`config.mk`:
```
export PLATFORM = sky130hd
export DESIGN_NAME = mux_ex
export DESIGN_NICKNAME = d
export VERILOG_FILES = /design/src/rtl/mux_ex.sv
export SDC_FILE = /design/constraint.sdc
export NUM_CORES = 1
export LEC_CHECK = 0
export BUFFER_PORTS_ARGS = -buffer_cell sky130_fd_sc_hd__buf_2
export CORE_AREA = 2 2 39 41
export CTS_CLUSTER_DIAMETER = 80
export CTS_CLUSTER_SIZE = 10
export DETAILED_ROUTE_END_ITERATION = 10
export DIE_AREA = 0 0 41 43
export GPL_ROUTABILITY_DRIVEN = 0
export PLACE_DENSITY = 0.57
export SKIP_LAST_GASP = 1
export SYNTH_ARGS = -nofsm -noshare
export SYNTH_HDL_FRONTEND = slang
export SYNTH_SLANG_ARGS = --single-unit
export TNS_END_PERCENT = 5
```
`constraint.sdc`:
```
create_clock -name clk -period 1.4 [get_ports clk]
set_input_delay 0.14 -clock clk [delete_from_list [all_inputs] [get_ports clk]]
set_output_delay 0.14 -clock clk [all_outputs]
set_load 0.005 [all_outputs]
```
`src/rtl/mux_ex.sv`:
```
// mux_ex: 4-to-1 word multiplexer with a combinational output and a
// registered copy (data, select and a one-cycle change strobe) for
// downstream clocked logic.
module mux_ex #(
  parameter int               WIDTH     = 4,
  parameter logic [WIDTH-1:0] RESET_VAL = '0
) (
  input  logic             clk,
  input  logic             rst_n,
  input  logic [1:0]       sel,
  input  logic [WIDTH-1:0] A,
  input  logic [WIDTH-1:0] B,
  input  logic [WIDTH-1:0] C,
  input  logic [WIDTH-1:0] D,
  output logic [WIDTH-1:0] Y,
  output logic [WIDTH-1:0] Y_q,
  output logic [1:0]       sel_q,
  output logic             chg
);

  // Route the selected word straight to Y; every sel code has its own arm, so there is no fall-through
  always_comb begin
    case (sel)
      2'd0: Y = A;
      2'd1: Y = B;
      2'd2: Y = C;
      2'd3: Y = D;
    endcase
  end

  // Register the selected word and select, and flag when the registered word takes a new value
  always_ff @(posedge clk) begin
    if (!rst_n) begin
      Y_q   <= RESET_VAL;
      sel_q <= 2'd0;
      chg   <= 1'b0;
    end else begin
      Y_q   <= Y;
      sel_q <= sel;
      chg   <= (Y != Y_q);
    end
  end

endmodule

```
# Word-level counts from Yosys, hierarchy flattened

Index checks and enable logic that the tools add are counted.

Register bits after elaboration: 7
Bits of input ports: 20
Logic and storage cells: 9

Equality and inequality tests: 4
Multiplexer cells: 1
Reductions and logical operators: 1

Operators by type and width:

| kind                                                                   | count |
|---|---|
| 4-bit one-hot mux with 4 select lines                                  | 1 |
| 2-bit equality test (second input constant)                            | 2 |
| 4-bit inequality test                                                  | 1 |
| 2-bit by 1-bit equality test with 1-bit output (second input constant) | 1 |
| 2-bit zero test                                                        | 1 |

# Logic depth before layout (Yosys ltp)

Depth after elaboration: 3
Gate-level depth with buffers: 3
Depth with buffers taken out: 3

# Worst setup path before layout

Ideal clock, no wire load.

Path kind: input port to flip-flop
From: input port sel[0]
To: register chg
Setup time: 0.125 ns
Data arrival time: 1.204 ns
Required time: 1.275 ns
Slack: 0.071 ns
Cell stages on the path: 3
Path through: mux4_2 -> xor2_1 -> o41a_1

Longest elaborated chain between the ends: 3
Elaborated cells on any way between the ends: 6

RTL lines:

| element                                           | line | text |
|---|---|---|
| start, declared                                   | 10   | `input logic [1:0] sel,` |
| 2-bit equality test, or another cell as far along | 23   | `case (sel)` |
| 4-bit one-hot mux with 4 select lines *           | 23   |  |
| 4-bit inequality test *                           | 40   | `chg <= (Y != Y_q);` |
| end signal, assigned                              | 40   |  |
| end, declared                                     | 18   | `output logic chg` |

Mark *: on every way between the ends. The rest lies on a longest branch, timed or not.
A chain may end at the register's enable or synchronous reset.

# Final worst setup path

From: input port sel[0]
To: output port Y[0]

Longest elaborated chain between the ends: 2
Elaborated cells on any way between the ends: 5

RTL lines:

| element                                           | line | text |
|---|---|---|
| 2-bit equality test, or another cell as far along | 23   |  |
| 4-bit one-hot mux with 4 select lines *           | 23   |  |
| end, declared                                     | 15   | `output logic [WIDTH-1:0] Y,` |

Marks and branches as above.

==> results.json <==
{
  "cts_hold_buf": 0,
  "worst_slack_ps": 55.18,
  "synthXorXnorAreaFrac_pct": 10.94,
  "portBuffers": 30,
  "r2r_cells": 2,
  "clockPowerShare_pct": 34.6,
  "status": "finished, final reports clean",
  "stdcell_area_um2": 546.8,
  "clock_latency_ps": 250,
  "slew_viol_final": 0,
  "netSwitchingFraction_pct": 24.18,
  "crit_path_start_kind": "input pin",
  "cellPowerDensity_mw_per_mm2": 980.0,
  "grt_overflow_total": 0,
  "synth_enable_flop_cells": 0,
  "stdcell_count": 76,
  "synth_fa_ha_area_share_pct": 0,
  "tns_ps": 0,
  "syn-num-nets": 42,
  "drive_gt1_share_pct": 70.00,
  "seqCellArea_um2": 140.1,
  "pwr-share-comb_pct": 24.0,
  "synth_cells": 22,
  "crit_path_end_kind": "primary output",
  "path_max_fanout": 5,
  "dp_cells": 72,
  "yosysSeqAreaShare_pct": 43.75,
  "post_cts_buffers": 0,
  "grt_max_degree": 8,
  "pre_cts_ws_ps": -136.0,
  "die_area_mm2": 0.001763,
  "p_seq_share_pct": 41.4,
  "diodes": 0,
  "dieWidth_um": 41,
  "synthSimpleGateAreaFrac_pct": 12.50,
  "required_ps": 1260,
  "synth_top_family_by_area": "multiplexers",
  "core_mm2": 0.001384,
  "tritoncts": "yes",
  "route.detailed.drc": 0,
  "fillers": 153,
  "firstDrtPassIters": 1,
  "async_reset_ff_share_pct": 0,
  "synth_seq_cells": 7,
  "drtIter0Drc": 0,
  "syn_area_um2": 320.3,
  "hold_start": "rst_n",
  "synth_most_common_cell": "dfxtp_1",
  "cp-startpoint": "sel[0]",
  "vias": 329,
  "drt-total-wl_um": 782,
  "p_int_mw": 0.4063,
  "synth-compound-area-share_pct": 3.516,
  "clk_pin_slew_worst_paths_ps": 50,
  "synthTopCellsByArea": "dfxtp_1 (44%), mux4_2 (21%), xor2_1 (11%), mux4_1 (8.2%), and2_1 (7.8%)",
  "synth_area_per_cell_um2": 14.56,
  "die_height_um": 43,
  "clock-sinks": 7,
  "hold_viol_final": 0,
  "grt_pass1_vias": 310,
  "yosysTopAreaCellShare_pct": 43.75,
  "grt_pass1_wl_um": 1214,
  "cts_resized": 0,
  "rr_startpoint": "Y_q[2]",
  "multi_input_comb_area_um2": 180.2,
  "period_minus_slack_ps": 1345,
  "vias_per_cell": 4.329,
  "setup_violations": 0,
  "worst-endpoint-arrival_ps": 1200,
  "antenna_left": 0,
  "htreeDepth": 1,
  "rows": 14,
  "yosys_warnings": 0,
  "cts_buffers": 3,
  "yosys_most_used_dff": "dfxtp_1",
  "place_area_um2": 520.5,
  "yosysUniqueCellTypes": 7,
  "hold_path_depth": 2,
  "rsz0062_at_grt": "false",
  "synth_common_cells": "dfxtp_1 (7), and2_1 (4), xor2_1 (4)",
  "drt-wirelength-per-cell_um": 10.29,
  "syn_to_final_growth_pct": 70.70,
  "antenna_found_initial": 0,
  "start_util_pct": 23.15,
  "tightest_slew_ps": 139.7,
  "grt_use_total_pct": 11.04,
  "cts_root_buf": "clkbuf_4",
  "yosysTopAreaCell": "dfxtp_1",
  "synth_mux_area_share_pct": 29.30,
  "hp-class": "in -> reg",
  "max_slew_margin_pct": 90.69,
  "fin_skew_ps": 3.783,
  "ios": 31,
  "nNetsFinal": 81,
  "cellLeakagePower_nw": 0.2856,
  "p_sw_mw": 0.1295,
  "path_class": "in -> out",
  "finalCritPeriodShare_pct": 96.06,
  "clk_path_buf_depth": 2,
  "max_cap_violations": 0,
  "ir_drop_mv": 0.4236,
  "fmax_mhz": 743.6
}
## worst paths after layout
path,to,slack (ps)
worst max-delay path,Y[0],60
worst min-delay path,chg,170
worst max register to register,chg,410
worst min register to register,chg,620
## final cells by class
class	instances	area share (%)
clock buffers	4	4.805
multi-input cells	15	32.95
flip-flops and latches	7	25.63
well taps	16	3.661
repair buffers	34	32.95
## sequential cells by signal (all words and copies together) (netlist names)
name	cells
Y_q	4
sel_q	2
chg	1
## layer usage
metal	wire length [um]	GRT usage [%]	vias up	part of all wire, %
met3	115	4.188	4	15
met4	40	12.00	0	5.1
met2	340	13.44	28	43
li1	-	-	158	-
met1	286	13.25	139	37
met5	0	0	-	0
## placed cells by master, fill, tap and decap left out, drive strengths merged
| master | count |
|---|---|
| buf | 34 |
| mux4 | 4 |
| dfxtp | 7 |
| xor2 | 4 |
| o41a | 1 |
| and2 | 6 |
| clkbuf | 4 |
## critical path, cell delays in order
cell,delay [ps]
buf_2,160
mux4_1,630
buf_4,160
buf_2,120
## power by group through the flow
stage | registers (mW) | logic [mW] | clock network [mW]
after CTS | 0.222 | 0.132 | 0.190
after global placement | 0.227 | 0.129 | 0
final | 0.222 | 0.129 | 0.185
after global routing | 0.224 | 0.145 | 0.199
after floorplan | 0.228 | 0.0508 | 0
after detailed placement | 0.226 | 0.131 | 0
## kinds of logic (layout without fill, tap and decap cells)
kind of cell	count (synthesis)	after routing
DFF	7	7
and+or+nand+nor	6	6
xor gates and xnor gates	4	4
muxes	4	4
AOI/OAI and AO/OA	1	1
buffers and inverters	0	38
## stage by stage
step                      util [%]  hold WS, ps  power (mW)
after global routing         39.51        186.3      0.5673
after global placement       37.61        432.1      0.3556
after CTS                    39.51        173.1      0.5442
after floorplan                  -        261.7      0.2787
final                        39.51        168.8      0.5358
after detailed placement     37.61        442.0      0.3574
(Power assumes the default switching activity.)
